File: src/rtl/insn_fetch_pkg.sv
// Shared types for the instruction fetch unit: opcode and addressing enums,
// the memory data byte type and the operand-length helper.
// Build option: ILLEGAL_OPCODE_EN enables decoding of undocumented opcodes.
package insn_fetch_pkg;

    typedef logic [7:0] dataLogic;

    // Documented mnemonics first, undocumented ones (SLO..KIL) after them
    typedef enum logic [6:0] {
        ADC, AND, ASL, BCC, BCS, BEQ, BIT, BMI, BNE, BPL, BRK, BVC, BVS, CLC,
        CLD, CLI, CLV, CMP, CPX, CPY, DEC, DEX, DEY, EOR, INC, INX, INY, JMP,
        JSR, LDA, LDX, LDY, LSR, NOP, ORA, PHA, PHP, PLA, PLP, ROL, ROR, RTI,
        RTS, SBC, SEC, SED, SEI, STA, STX, STY, TAX, TAY, TSX, TXA, TXS, TYA,
        SLO, RLA, SRE, RRA, SAX, LAX, DCP, ISC, ANC, ALR, ARR, XAA, AXS, AHX,
        SHY, SHX, TAS, LAS, KIL
    } Opcode;

    typedef enum logic [3:0] {
        Imp, Imm, Zpg, ZpgX, ZpgY, Abs, AbsX, AbsY, Ind, IndX, IndY, Rlt
    } Addressing;

    typedef enum logic [2:0] {
        IDLE, OPC, OP1, OP2, HOLD
    } FetchState;

    // Number of operand bytes following the opcode byte
    function automatic logic [1:0] operandLength(input Addressing m);
        case (m)
            Imp:                                  return 2'd0;
            Imm, Zpg, ZpgX, ZpgY, IndX, IndY, Rlt: return 2'd1;
            default:                              return 2'd2;
        endcase
    endfunction

endpackage

File: src/rtl/insn_fetch_opcode_decode.sv
// Combinational opcode decoder: opcode byte -> mnemonic and addressing mode.
// Documented opcodes are decoded from the aaabbbcc bit layout; everything else
// becomes NOP/Imp unless ILLEGAL_OPCODE_EN is defined, in which case the
// undocumented opcodes decode to SLO..KIL with their real addressing modes.
module opcode_decode
    import insn_fetch_pkg::*;
(
    input  dataLogic  opByte,
    output Opcode     op,
    output Addressing mode
);

    logic [2:0] aaa;
    logic [2:0] bbb;
    logic [1:0] cc;
    logic       legal;
    Opcode      legalOp;
    Addressing  legalMode;
    Opcode      illOp;
    Addressing  illMode;

    assign aaa = opByte[7:5];
    assign bbb = opByte[4:2];
    assign cc  = opByte[1:0];

    // Addressing used by the cc=01 / cc=11 column layout
    function automatic Addressing columnMode(input logic [2:0] b);
        case (b)
            3'd0:    return IndX;
            3'd1:    return Zpg;
            3'd2:    return Imm;
            3'd3:    return Abs;
            3'd4:    return IndY;
            3'd5:    return ZpgX;
            3'd6:    return AbsY;
            default: return AbsX;
        endcase
    endfunction

    function automatic Opcode groupOneOp(input logic [2:0] a);
        case (a)
            3'd0:    return ORA;
            3'd1:    return AND;
            3'd2:    return EOR;
            3'd3:    return ADC;
            3'd4:    return STA;
            3'd5:    return LDA;
            3'd6:    return CMP;
            default: return SBC;
        endcase
    endfunction

    function automatic Opcode shiftOp(input logic [2:0] a);
        case (a)
            3'd0:    return ASL;
            3'd1:    return ROL;
            3'd2:    return LSR;
            3'd3:    return ROR;
            3'd4:    return STX;
            3'd5:    return LDX;
            3'd6:    return DEC;
            default: return INC;
        endcase
    endfunction

    function automatic Opcode indexOp(input logic [2:0] a);
        case (a)
            3'd1:    return BIT;
            3'd2:    return JMP;
            3'd3:    return JMP;
            3'd4:    return STY;
            3'd5:    return LDY;
            3'd6:    return CPY;
            3'd7:    return CPX;
            default: return NOP;
        endcase
    endfunction

    // Column bbb=0 of cc=00 for aaa<4: interrupt and subroutine control
    function automatic Opcode controlOp(input logic [2:0] a);
        case (a)
            3'd0:    return BRK;
            3'd1:    return JSR;
            3'd2:    return RTI;
            default: return RTS;
        endcase
    endfunction

    function automatic Opcode stackOp(input logic [2:0] a);
        case (a)
            3'd0:    return PHP;
            3'd1:    return PLP;
            3'd2:    return PHA;
            3'd3:    return PLA;
            3'd4:    return DEY;
            3'd5:    return TAY;
            3'd6:    return INY;
            default: return INX;
        endcase
    endfunction

    function automatic Opcode branchOp(input logic [2:0] a);
        case (a)
            3'd0:    return BPL;
            3'd1:    return BMI;
            3'd2:    return BVC;
            3'd3:    return BVS;
            3'd4:    return BCC;
            3'd5:    return BCS;
            3'd6:    return BNE;
            default: return BEQ;
        endcase
    endfunction

    function automatic Opcode flagOp(input logic [2:0] a);
        case (a)
            3'd0:    return CLC;
            3'd1:    return SEC;
            3'd2:    return CLI;
            3'd3:    return SEI;
            3'd4:    return TYA;
            3'd5:    return CLV;
            3'd6:    return CLD;
            default: return SED;
        endcase
    endfunction

    // Documented opcode decode; legal flags which bytes are real instructions
    always_comb begin
        legalOp   = NOP;
        legalMode = Imp;
        legal     = 1'b0;
        case (cc)
            2'b01: begin
                legalOp   = groupOneOp(aaa);
                legalMode = columnMode(bbb);
                legal     = (opByte != 8'h89);
            end
            2'b10: begin
                case (bbb)
                    3'd0: begin
                        if (aaa == 3'd5) begin
                            legalOp   = LDX;
                            legalMode = Imm;
                            legal     = 1'b1;
                        end
                    end
                    3'd1, 3'd3: begin
                        legalOp   = shiftOp(aaa);
                        legalMode = (bbb == 3'd1) ? Zpg : Abs;
                        legal     = 1'b1;
                    end
                    3'd2: begin
                        // Accumulator shifts carry no operand, so they are Imp
                        case (aaa)
                            3'd4:    legalOp = TXA;
                            3'd5:    legalOp = TAX;
                            3'd6:    legalOp = DEX;
                            3'd7:    legalOp = NOP;
                            default: legalOp = shiftOp(aaa);
                        endcase
                        legal = 1'b1;
                    end
                    3'd5: begin
                        legalOp   = shiftOp(aaa);
                        legalMode = (aaa == 3'd4 || aaa == 3'd5) ? ZpgY : ZpgX;
                        legal     = 1'b1;
                    end
                    3'd6: begin
                        if (aaa == 3'd4 || aaa == 3'd5) begin
                            legalOp = (aaa == 3'd4) ? TXS : TSX;
                            legal   = 1'b1;
                        end
                    end
                    3'd7: begin
                        if (aaa != 3'd4) begin
                            legalOp   = shiftOp(aaa);
                            legalMode = (aaa == 3'd5) ? AbsY : AbsX;
                            legal     = 1'b1;
                        end
                    end
                    default: ;
                endcase
            end
            2'b00: begin
                case (bbb)
                    3'd0: begin
                        if (aaa <= 3'd3) begin
                            legalOp   = controlOp(aaa);
                            legalMode = (aaa == 3'd1) ? Abs : Imp;
                            legal     = 1'b1;
                        end else if (aaa >= 3'd5) begin
                            legalOp   = indexOp(aaa);
                            legalMode = Imm;
                            legal     = 1'b1;
                        end
                    end
                    3'd1: begin
                        if (aaa == 3'd1 || aaa >= 3'd4) begin
                            legalOp   = indexOp(aaa);
                            legalMode = Zpg;
                            legal     = 1'b1;
                        end
                    end
                    3'd2: begin
                        legalOp = stackOp(aaa);
                        legal   = 1'b1;
                    end
                    3'd3: begin
                        if (aaa != 3'd0) begin
                            legalOp   = indexOp(aaa);
                            legalMode = (aaa == 3'd3) ? Ind : Abs;
                            legal     = 1'b1;
                        end
                    end
                    3'd4: begin
                        legalOp   = branchOp(aaa);
                        legalMode = Rlt;
                        legal     = 1'b1;
                    end
                    3'd5: begin
                        if (aaa == 3'd4 || aaa == 3'd5) begin
                            legalOp   = indexOp(aaa);
                            legalMode = ZpgX;
                            legal     = 1'b1;
                        end
                    end
                    3'd6: begin
                        legalOp = flagOp(aaa);
                        legal   = 1'b1;
                    end
                    default: begin
                        if (aaa == 3'd5) begin
                            legalOp   = LDY;
                            legalMode = AbsX;
                            legal     = 1'b1;
                        end
                    end
                endcase
            end
            default: ;
        endcase
    end

`ifdef ILLEGAL_OPCODE_EN
    function automatic Opcode rmwOp(input logic [2:0] a);
        case (a)
            3'd0:    return SLO;
            3'd1:    return RLA;
            3'd2:    return SRE;
            3'd3:    return RRA;
            3'd4:    return SAX;
            3'd5:    return LAX;
            3'd6:    return DCP;
            default: return ISC;
        endcase
    endfunction

    function automatic Opcode immOp(input logic [2:0] a);
        case (a)
            3'd0, 3'd1: return ANC;
            3'd2:       return ALR;
            3'd3:       return ARR;
            3'd4:       return XAA;
            3'd5:       return LAX;
            3'd6:       return AXS;
            default:    return SBC;
        endcase
    endfunction

    // Undocumented opcode decode; only consulted when the byte is not legal
    always_comb begin
        illOp   = NOP;
        illMode = Imp;
        case (cc)
            2'b11: begin
                illOp   = rmwOp(aaa);
                illMode = columnMode(bbb);
                if (bbb == 3'd2) begin
                    illOp   = immOp(aaa);
                    illMode = Imm;
                end else if (aaa == 3'd4 || aaa == 3'd5) begin
                    // SAX/LAX index with Y where the column would use X
                    if (bbb == 3'd5) begin
                        illMode = ZpgY;
                    end else if (bbb == 3'd7) begin
                        illMode = AbsY;
                    end
                end
                case (opByte)
                    8'h93, 8'h9F: illOp = AHX;
                    8'h9B:        illOp = TAS;
                    8'hBB:        illOp = LAS;
                    default:      ;
                endcase
            end
            2'b10: begin
                case (bbb)
                    3'd0: begin
                        illOp   = (aaa < 3'd4) ? KIL : NOP;
                        illMode = (aaa < 3'd4) ? Imp : Imm;
                    end
                    3'd4:    illOp = KIL;
                    3'd7: begin
                        illOp   = SHX;
                        illMode = AbsY;
                    end
                    default: ;
                endcase
            end
            2'b01: begin
                illMode = Imm;
            end
            default: begin
                case (bbb)
                    3'd0:    illMode = Imm;
                    3'd1:    illMode = Zpg;
                    3'd3:    illMode = Abs;
                    3'd5:    illMode = ZpgX;
                    3'd7: begin
                        illOp   = (aaa == 3'd4) ? SHY : NOP;
                        illMode = AbsX;
                    end
                    default: ;
                endcase
            end
        endcase
    end
`else
    assign illOp   = NOP;
    assign illMode = Imp;
`endif

    assign op   = legal ? legalOp : illOp;
    assign mode = legal ? legalMode : illMode;

endmodule

File: src/rtl/insn_fetch.sv
// Instruction fetch unit: reads opcode and operand bytes over a simple
// req/ack byte port, decodes them and presents one instruction at a time on a
// valid/ready interface. pc_load redirects the stream; a request already in
// flight is allowed to complete and its data is dropped.
// Build option: ILLEGAL_OPCODE_EN decodes undocumented opcodes and makes KIL
// hold the output stage until redirect or reset.
module insn_fetch
    import insn_fetch_pkg::*;
#(
    parameter logic [15:0] RESET_PC = 16'hFFFC
) (
    input  logic        clk,
    input  logic        n_reset,
    output logic        mem_req,
    output logic [15:0] mem_addr,
    input  logic        mem_ack,
    input  dataLogic    mem_rdata,
    input  logic        pc_load,
    input  logic [15:0] pc_in,
    output logic        valid,
    input  logic        ready,
    output Opcode       op,
    output Addressing   mode,
    output logic [15:0] operand,
    output logic [15:0] insn_pc
);

    FetchState   state;
    logic [15:0] pc;
    logic [15:0] pcNext;
    logic        flushPending;
    logic        reqDone;
    logic        kilStuck;
    Opcode       decOp;
    Addressing   decMode;

    opcode_decode decoder (
        .opByte (mem_rdata),
        .op     (decOp),
        .mode   (decMode)
    );

    assign pcNext  = pc + 16'd1;
    assign reqDone = mem_req && mem_ack;

`ifdef ILLEGAL_OPCODE_EN
    assign kilStuck = (op == KIL);
`else
    assign kilStuck = 1'b0;
`endif

    // Fetch FSM, pc and handshake; every output is registered here
    always_ff @(posedge clk or negedge n_reset) begin
        if (!n_reset) begin
            state        <= IDLE;
            pc           <= RESET_PC;
            mem_req      <= 1'b0;
            mem_addr     <= RESET_PC;
            valid        <= 1'b0;
            op           <= NOP;
            mode         <= Imp;
            operand      <= 16'h0000;
            insn_pc      <= 16'h0000;
            flushPending <= 1'b0;
        end else if (pc_load) begin
            // Redirect wins over everything, including a consumed instruction
            pc    <= pc_in;
            valid <= 1'b0;
            state <= OPC;
            if (mem_req && !mem_ack) begin
                flushPending <= 1'b1;
            end else begin
                flushPending <= 1'b0;
                mem_req      <= 1'b1;
                mem_addr     <= pc_in;
            end
        end else if (flushPending) begin
            // Let the stale request finish, drop its byte, then ask for pc
            if (mem_ack) begin
                flushPending <= 1'b0;
                mem_addr     <= pc;
            end
        end else begin
            case (state)
                IDLE: begin
                    state    <= OPC;
                    mem_req  <= 1'b1;
                    mem_addr <= pc;
                end
                OPC: begin
                    if (reqDone) begin
                        op      <= decOp;
                        mode    <= decMode;
                        insn_pc <= pc;
                        operand <= 16'h0000;
                        pc      <= pcNext;
                        if (operandLength(decMode) != 2'd0) begin
                            state    <= OP1;
                            mem_addr <= pcNext;
                        end else begin
                            state   <= HOLD;
                            mem_req <= 1'b0;
                            valid   <= 1'b1;
                        end
                    end
                end
                OP1: begin
                    if (reqDone) begin
                        operand <= {8'h00, mem_rdata};
                        pc      <= pcNext;
                        if (operandLength(mode) == 2'd2) begin
                            state    <= OP2;
                            mem_addr <= pcNext;
                        end else begin
                            state   <= HOLD;
                            mem_req <= 1'b0;
                            valid   <= 1'b1;
                        end
                    end
                end
                OP2: begin
                    if (reqDone) begin
                        operand[15:8] <= mem_rdata;
                        pc            <= pcNext;
                        state         <= HOLD;
                        mem_req       <= 1'b0;
                        valid         <= 1'b1;
                    end
                end
                HOLD: begin
                    if (valid && ready && !kilStuck) begin
                        valid    <= 1'b0;
                        state    <= OPC;
                        mem_req  <= 1'b1;
                        mem_addr <= pc;
                    end
                end
                default: begin
                    state <= IDLE;
                end
            endcase
        end
    end

endmodule

File: config.mk
export PLATFORM = sky130hd
export DESIGN_NAME = insn_fetch
export DESIGN_NICKNAME = d
export VERILOG_FILES = /design/src/rtl/insn_fetch_pkg.sv /design/src/rtl/insn_fetch_opcode_decode.sv /design/src/rtl/insn_fetch.sv
export SDC_FILE = /design/constraint.sdc
export NUM_CORES = 1
export LEC_CHECK = 0
export CORE_ASPECT_RATIO = 1.4
export CORE_MARGIN = 2
export CORE_UTILIZATION = 58
export DETAILED_ROUTE_END_ITERATION = 12
export PLACE_DENSITY = 0.94
export SYNTH_ARGS = -nofsm -noshare
export SYNTH_HDL_FRONTEND = slang
export SYNTH_SLANG_ARGS = --single-unit
File: constraint.sdc
create_clock -name clk -period 3.4 [get_ports clk]
set_clock_uncertainty 0.05 [all_clocks]
set_input_delay 0.34 -clock clk [delete_from_list [all_inputs] [get_ports clk]]
set_output_delay 0.34 -clock clk [all_outputs]
set_load 0.005 [all_outputs]
# Word-level counts from Yosys, hierarchy flattened
# Memory sizes are Yosys's and may differ from the RTL's.
# Cells that the tools add are included.
dict set report classes {
  bitwise_logic 2
  n_reduce_logical 34
  mux 110
  n_addsub 1
  order_cmp 3
  n_eq_ne 40
}
# operator count
set op_table {}
lappend op_table {{two-way mux 16 bit} 15}
lappend op_table {{case mux 6 bit (7 select lines)} 4}
lappend op_table {{case mux 16 bit (4 select lines)} 1}
lappend op_table {{case mux 4 bit (7 select lines)} 2}
lappend op_table {{case mux 7 bit (7 select lines)} 1}
lappend op_table {{two-way mux 3 bit} 12}
lappend op_table {{case mux 6 bit (6 select lines)} 1}
lappend op_table {{two-way mux 7 bit} 5}
lappend op_table {{case mux 7 bit (5 select lines)} 1}
lappend op_table {{two-way mux 1 bit} 31}
lappend op_table {{two-way mux 6 bit} 5}
lappend op_table {{case mux 7 bit (4 select lines)} 1}
lappend op_table {{equality test 3 bit (second input constant)} 9}
lappend op_table {{inequality test 3 bit (second input constant)} 8}
lappend op_table {{case mux 4 bit (6 select lines)} 1}
lappend op_table {{case mux 6 bit (4 select lines)} 1}
lappend op_table {{case mux 8 bit (3 select lines)} 1}
lappend op_table {{two-way mux 2 bit} 11}
lappend op_table {{case mux 7 bit (3 select lines)} 1}
lappend op_table {{two-way mux 4 bit} 5}
lappend op_table {{inequality test 4 bit (second input constant)} 5}
lappend op_table {{equality test 3 x 2 -> 1 bit (second input constant)} 6}
lappend op_table {{case mux 6 bit (3 select lines)} 1}
lappend op_table {{adder 16 x 1 -> 16 bit (second input constant)} 1}
lappend op_table {{other kinds (34)} 61}
dict set report totals {
  romBits 64
  ff_bits 81
  n_memories 2
}
# name depth word_bits rd rd_ports_with_merged_regs wr line
set memory_table {}
lappend memory_table {{(name not given)} 16 2 1 0 0 insn_fetch_pkg.sv:28} ;# case (m)
lappend memory_table {{(name not given)} 16 2 1 0 0 insn_fetch_pkg.sv:28}

# Longest topological paths before layout
# Gate-level depths: netlist of the first run.
# An unclocked memory read counts as a cell.
dict set report logic_depth {
  ltp_word 17
  ltp_mapped 14
  ltp_nobuf 12
}

# Cells and area by module
# Synthesis of the first run repeated with hierarchy kept, for this count alone.
dict set report hier_totals {
  cells_unflattened 623
  area_unflattened_um2 5758.0
}
# module area_each_um2 n_inst seq_area_each_um2 cells_each
set by_module_without_submodules {}
lappend by_module_without_submodules {insn_fetch 4222.8 1 2064.5 407}
lappend by_module_without_submodules {opcode_decode 1535.2 1 0.0 216}

# Worst setup path before layout of the first run
# Ideal clock, no wire load.
dict set report synth_timing {
  path_kind {input-to-reg}
  from {in mem_rdata[2]}
  to {reg mem_addr[1]}
  cell_stages 13
  arrival_ns 2.812
  path_slack_ns 0.413
  path_cell_list {buf_2 -> or3b_1 -> a211oi_2 -> a211oi_2 -> a221oi_2 -> a41o_1 -> nand2_1 -> ha_1 -> nor2b_1 -> o21ai_2 -> o211ai_4 -> buf_12 -> mux2_4}
}
dict set report synth_via {
  elab_chain_len 13
}
# item line
set synth_lines {}
lappend synth_lines {{from (decl)} insn_fetch.sv:17} ;# input dataLogic mem_rdata,
lappend synth_lines {{equality test 3 x 2 -> 1 bit, or another cell as far along} {insn_fetch_opcode_decode.sv:28, insn_fetch_opcode_decode.sv:140, insn_fetch_opcode_decode.sv:186}}
lappend synth_lines {{OR reduction 4 bit (no line), or another cell as far along} --}
lappend synth_lines {{case mux 1 bit (4 select lines), or another cell as far along} insn_fetch_opcode_decode.sv:140} ;# case (bbb)
lappend synth_lines {{case mux 1 bit (3 select lines) or case mux 4 bit (3 select lines) (tied branches)} insn_fetch_opcode_decode.sv:133} ;# case (cc)
lappend synth_lines {{two-way mux 4 bit *} insn_fetch_opcode_decode.sv:335} ;# assign mode = legal ? legalMode : illMode;
lappend synth_lines {{memory read (16 x 2 bit) *} --}
lappend synth_lines {{two-way mux 2 bit *} insn_fetch.sv:91} ;# if (reqDone) begin
lappend synth_lines {{two-way mux 2 bit *} insn_fetch.sv:84} ;# case (state)
lappend synth_lines {{two-way mux 2 bit *} insn_fetch.sv:77} ;# end else if (flushPending) begin
lappend synth_lines {{two-way mux 2 bit *} insn_fetch.sv:65} ;# end else if (pc_load) begin
lappend synth_lines {{nonzero test 2 bit *} insn_fetch.sv:97} ;# if (operandLength(decMode) != 2'd0) begin
lappend synth_lines {{inequality test 4 bit (no line) *} --}
lappend synth_lines {{AND reduction 8 bit (no line) *} --}
lappend synth_lines {{to (signal assigned)} insn_fetch.sv:75} ;# mem_addr <= pc_in;
lappend synth_lines {{to (signal assigned)} insn_fetch.sv:81} ;# mem_addr <= pc;
lappend synth_lines {{to (signal assigned)} insn_fetch.sv:99} ;# mem_addr <= pcNext;
lappend synth_lines {{to (decl)} insn_fetch.sv:15} ;# output logic [15:0] mem_addr,
# Every way passes the cells marked *; elsewhere a longest branch is shown, timed or not. The select of a mux whose other input is x is not followed.
# A chain may end at the register's enable or synchronous reset.

# Worst setup path after layout of the first run
dict set report layout_timing {
  from {in mem_rdata[4]}
  to {reg mem_addr[8]}
}
# The elaborated chain is that of the path after synthesis.

==> results of run 1 <==
==> logic make-up after synthesis <==
logic type                 synth area share [%]
and+or+nand+nor                            18.9
AOI/OAI and AO/OA                          18.1
DFF                                        37.9
buffers and inverters                      6.03
muxes                                      12.1
xor gates and xnor gates                   5.54
adders and majority gates                  1.35
other                                    0.0698
==> final timing paths <==
kind | from | to | slack [ps] | cells past startpoint
max | mem_rdata[4] | mem_addr[8] | 150 | 15
min | n_reset | mem_req | 90 | 1
min reg2reg | op[0] | op[0] | 420 | 2
max reg2reg | pc[0] | mem_addr[10] | 980 | 7
max in group asynchronous | n_reset | operand[2] | 2570 | 1
min in group clk | op[0] | op[0] | 420 | 2
==> registers in the layout (all words and copies together), names as in the netlist <==
register / count
insn_pc: 16
mode: 4
op: 6
pc: 16
mem_req: 1
mem_addr: 16
valid: 1
state: 3
operand: 16
flushPending: 1
==> metal layers <==
| metal | part of all wire (%) | vias to the layer above | global-route usage (%) | routed length (um) |
|---|---|---|---|---|
| met5 | 0 | - | 0 | 0 |
| met4 | 6.6 | 0 | 20.7 | 1130 |
| met3 | 8.9 | 126 | 6.59 | 1540 |
| met2 | 50 | 438 | 57.8 | 8670 |
| met1 | 34 | 2483 | 39.9 | 5910 |
| li1 | - | 2264 | - | - |
==> stage by stage <==
stage                     hold slack (ps)  setup TNS (ps)  utilization [%]
after global placement                409           -88.8             72.4
after floorplan                     -5.59               0                -
final                                86.3               0             75.9
after CTS                             132               0             75.8
after global routing                  184               0             75.9
after detailed placement              413            -438             72.4
==> layout make-up <==
type | instances | area (um^2)
clock inverters | 6 | 85.1
repair buffers | 140 | 1310
flip-flops and latches | 80 | 2040
fillers | 557 | 2180
clock buffers | 10 | 229
inverters | 11 | 41.3
well taps | 107 | 134
multi-input cells | 436 | 3010
==> where the power goes <==
group	total, uW	switching, uW	internal, uW
clock	1030	388	640
sequential	1570	259	1310
combinational	1600	671	924
==> synth_stat cells, drive strengths merged (5+ instances only) <==
| master | count | area (um^2) |
|---|---|---|
| a211oi | 6 | 55.1 |
| a21boi | 5 | 37.5 |
| a21oi | 36 | 180 |
| a22o | 12 | 105 |
| a31oi | 8 | 65.1 |
| and2 | 6 | 37.5 |
| and3 | 5 | 31.3 |
| buf | 38 | 233 |
| clkbuf | 13 | 50.0 |
| dfrtp | 50 | 1250 |
| dfstp | 30 | 788 |
| ha | 5 | 62.6 |
| inv | 11 | 41.3 |
| mux2 | 50 | 589 |
| mux2i | 6 | 60.1 |
| nand2 | 62 | 235 |
| nand2b | 11 | 68.8 |
| nand3 | 19 | 95.1 |
| nand4 | 8 | 56.3 |
| nor2 | 40 | 155 |
| nor2b | 12 | 75.1 |
| nor3 | 13 | 65.1 |
| o211ai | 7 | 66.3 |
| o21ai | 31 | 159 |
| xnor2 | 15 | 131 |
| xor2 | 19 | 166 |
==> results_dict.tcl, run 1 <==
set metrics [dict create \
    ctsHtreeMaxLevel 3 \
    cp.arrival_ps 3480 \
    die-width_um 85.4 \
    cts_resized 0 \
    stdcell_count 790 \
    clockRootBuffer "clkbuf_16" \
    worst_slack_ps 149 \
    ir_drop_uv 614 \
    drt-initial-drc-count 565 \
    post_drt_wl_per_cell_um 21.9 \
    critPathMaxFanout 18 \
    required_ps 3620 \
    syn_avg_cell_area_um2 9.30 \
    via_per_inst 6.72 \
    first_pass_iters 8 \
    die_y_um 118 \
    pre_cts_ws_ps -55.5 \
    cap_violations 0 \
    crit_type "in2reg" \
    post-dp-hpwl_mm 11.9 \
    nets 712 \
    max_slew.worst_pin.slew_ps 969 \
    die_area_um2 10100 \
    power.density_nw_per_um2 612 \
    diodes 0 \
    status "complete, no violations" \
    crit_chain "clkdlybuf4s50_1 -> buf_12 -> buf_4 -> nor2b_1 -> a21oi_1 -> o221ai_1 -> nand4_1 -> a41o_1 -> nand2_1 -> ha_1 -> nor2b_1 -> o21ai_2 -> o211ai_4 -> buf_12 -> mux2_2" \
    antenna_found_initial 0 \
    cts_tree "yes" \
    syn_area_um2 5380 \
    clockBufferDepth 2 \
    grt_usage_pct 34.4 \
    layout_common_cells "clkdlybuf4s50_1 (87), nand2_1 (61), dfrtp_1 (50), buf_4 (50), mux2_2 (43)" \
    final_hold_viol_count 0 \
    setup_viol 0 \
    critPathMaxStageDelay_ps 500 \
    yosysSeqAreaShare_pct 37.9 \
    final_common_cell "clkdlybuf4s50_1" \
    layout-drive-gt1-share_pct 24.5 \
    syn_inst 578 \
    ys_ff_latch 80 \
    io_pins 90 \
    ant_nets 0 \
    synthDistinctLibCells 84 \
    dpl_cell_area_um2 6530 \
    dr_total_vias 5311 \
    grt_max_degree 81 \
    drt_wl_total_mm 17.3 \
    grt_first_pass_wirelength_mm 27.3 \
    cp_top_family "buffers and inverters" \
    slowest_stage "clkdlybuf4s50_1" \
    finalCritPeriodShare_pct 95.6 \
    syn_nets 612 \
    max_freq_mhz 308 \
    p_leak_uw 0.00284 \
    worst-path-buf-inv 4 \
    cts_buffers 9 \
    relSlewSlack_pct 35.4 \
    cts_setup_buffers 0 \
    slew_viol_final 0 \
    drc 0 \
    grt_overflow_total 0 \
    routabilityCongestion 1.13 \
    finalInstanceArea_um2 6850 \
    area_growth_pct 27.4 \
    ys_async_sr_fraction_pct 100 \
    ctsHoldBuffers 0 \
    insertion_delay_ps 350 \
    final.min_clock_period_ps 3250 \
    core_um2 9030 \
    grt_pass1_vias 5306 \
    synth_ff_type "dfrtp_1" \
    initial_utilization_pct 59.5 \
    rows 41 \
    dp.cells 774 \
    p_total_uw 4190 \
    yosys_warnings 0 \
    hp-class "in2async" \
    path_clk_slew_ps 70 \
    start_kind "input port" \
    cts_sinks 80 \
    portBuffers 88 \
    cp-end-kind "flip-flop" \
    synth-edff-count 0 \
    rsz0062_at_grt "no" \
]
(Power assumes the default switching activity.)
==> run 2: changes to the inputs <==
Settings changed: CORE_MARGIN 2 to default.
==> run 2 against run 1 <==
  * Sequential share of layout area shrank 0.11 points
  * Final cell count rose by 1.0%
  * Combinational power about the same
  * Critical endpoint is now mem_addr[13]
  * Highest routed layer unchanged
==> results_dict.tcl, run 2 (same netlist as run 1, synthesis figures left out) <==
set metrics [dict create \
    antenna_found_initial 0 \
    die-width_um 83.4 \
    start_kind "input port" \
    hp-class "in2async" \
    reg2reg_slack_ps 1010 \
    portBuffers 88 \
    ctsHtreeMaxLevel 3 \
    r2r_end "mem_addr[4]" \
    dp.cells 782 \
    grt_first_pass_wirelength_mm 26.6 \
    cap_violations 0 \
    cts_buffers 9 \
    die_y_um 116 \
    drt_wl_total_mm 16.5 \
    post_drt_wl_per_cell_um 20.7 \
    layout-drive-gt1-share_pct 24.9 \
    core_um2 9030 \
    reg2reg_from "state[1]" \
    utilization_pct 76.1 \
    clockBufferDepth 2 \
    grt_overflow_total 0 \
    drc 0 \
    cts_sinks 80 \
    max_slew.worst_pin.slew_ps 968 \
    grt_max_degree 81 \
    required_ps 3610 \
    insertion_delay_ps 340 \
    final.min_clock_period_ps 3250 \
    setup_viol 0 \
    first_pass_iters 7 \
    area_growth_pct 27.9 \
    power.density_nw_per_um2 596 \
    post-dp-hpwl_mm 11.7 \
    max_freq_mhz 307 \
    ir_drop_uv 540 \
    cts_tree "yes" \
    die_area_um2 9660 \
    routabilityCongestion 1.08 \
    nets 720 \
    via_per_inst 6.55 \
    rows 41 \
    final_hold_viol_count 0 \
    grt_pass1_vias 5257 \
    cp-end-kind "flip-flop" \
    rr_worst_depth 6 \
    p_leak_uw 0.00287 \
    cts_resized 0 \
    relSlewSlack_pct 35.5 \
    slew_viol_final 0 \
    ant_nets 0 \
    path_clk_slew_ps 60 \
    status "complete, no violations" \
    cts_setup_buffers 0 \
    dpl_cell_area_um2 6580 \
    cp.arrival_ps 3460 \
    finalInstanceArea_um2 6870 \
    ctsHoldBuffers 0 \
    clockRootBuffer "clkbuf_16" \
    diodes 0 \
    critPathMaxFanout 10 \
    setup-tns-final_ps 0 \
    layout_common_cells "clkdlybuf4s50_1 (87), nand2_1 (61), buf_4 (59)" \
    drt-initial-drc-count 545 \
    initial_utilization_pct 59.5 \
    rsz0062_at_grt "no" \
    crit_type "in2reg" \
    final_common_cell "clkdlybuf4s50_1" \
    grt_usage_pct 35.5 \
    finalCritPeriodShare_pct 95.7 \
    stdcell_count 798 \
    io_pins 90 \
    dr_total_vias 5223 \
]
## run 2: cell types whose count changed in the layout (fill, tap and decap cells not counted)
cell / delta
buf_12: -1
buf_4: +9
bufinv_16: -1
clkbuf_1: +2
clkbuf_8: +1
clkinv_2: -1
clkinv_4: +1
clkinvlp_4: -2
nor2b_1: +1
nor2b_2: -1
## run 2: how the worst max path moves through the flow
stage | cells past startpoint | from | endpoint
after floorplan | 13 | mem_rdata[2] | mem_addr[1]
after global placement | 14 | mem_rdata[2] | mem_addr[1]
after detailed placement | 14 | mem_rdata[4] | mem_addr[13]
after CTS | 13 | mem_rdata[3] | mem_addr[13]
after global routing | 15 | mem_rdata[2] | mem_addr[12]
final | 12 | mem_rdata[6] | mem_addr[13]
## run 2: area by class of cell
| type | count | area [um^2] |
|---|---|---|
| Multi-Input combinational cell | 436 | 3010 |
| Fill cell | 547 | 2150 |
| Sequential cell | 80 | 2040 |
| Timing Repair Buffer | 148 | 1350 |
| Clock buffer | 13 | 250 |
| Tap cell | 107 | 134 |
| Clock inverter | 3 | 43.8 |
| Inverter | 11 | 41.3 |
## run 2: per-stage QoR
| stage | total power [uW] | hold slack [ps] | setup slack, ps |
|---|---|---|---|
| after global placement | 3000 | 401 | 13.8 |
| final | 4100 | 112 | 145 |
| after CTS | 4090 | 141 | 201 |
| after global routing | 4290 | 182 | 41.3 |
| after detailed placement | 3100 | 413 | -42.8 |
| after floorplan | 2270 | -5.59 | 413 |
## run 2: routing by layer
metal / global-route usage [%] / wire length [um] / vias up
li1: - / - / 2286
met1: 38.0 / 5650 / 2435
met2: 63.8 / 8410 / 390
met3: 7.83 / 1390 / 112
met4: 22.5 / 1050 / 0
met5: 0 / 0 / -
## run 2: power breakdown
part	internal (uW)	total, uW	switching [uW]	leakage (uW)
Combinational	925	1580	659	0.00178
Clock	589	960	370	0.000144
Sequential	1310	1550	247	0.000951
## run 2: critical path, cell delays in order
cell and delay (ps):
clkdlybuf4s50_1 530, nand3b_2 300, a311oi_1 490, o21ai_0 190, o311ai_1 150, inv_1 100, ha_1 290, nor2b_1 160
o21ai_2 100, o211ai_4 260, buf_12 180, mux2_2 350
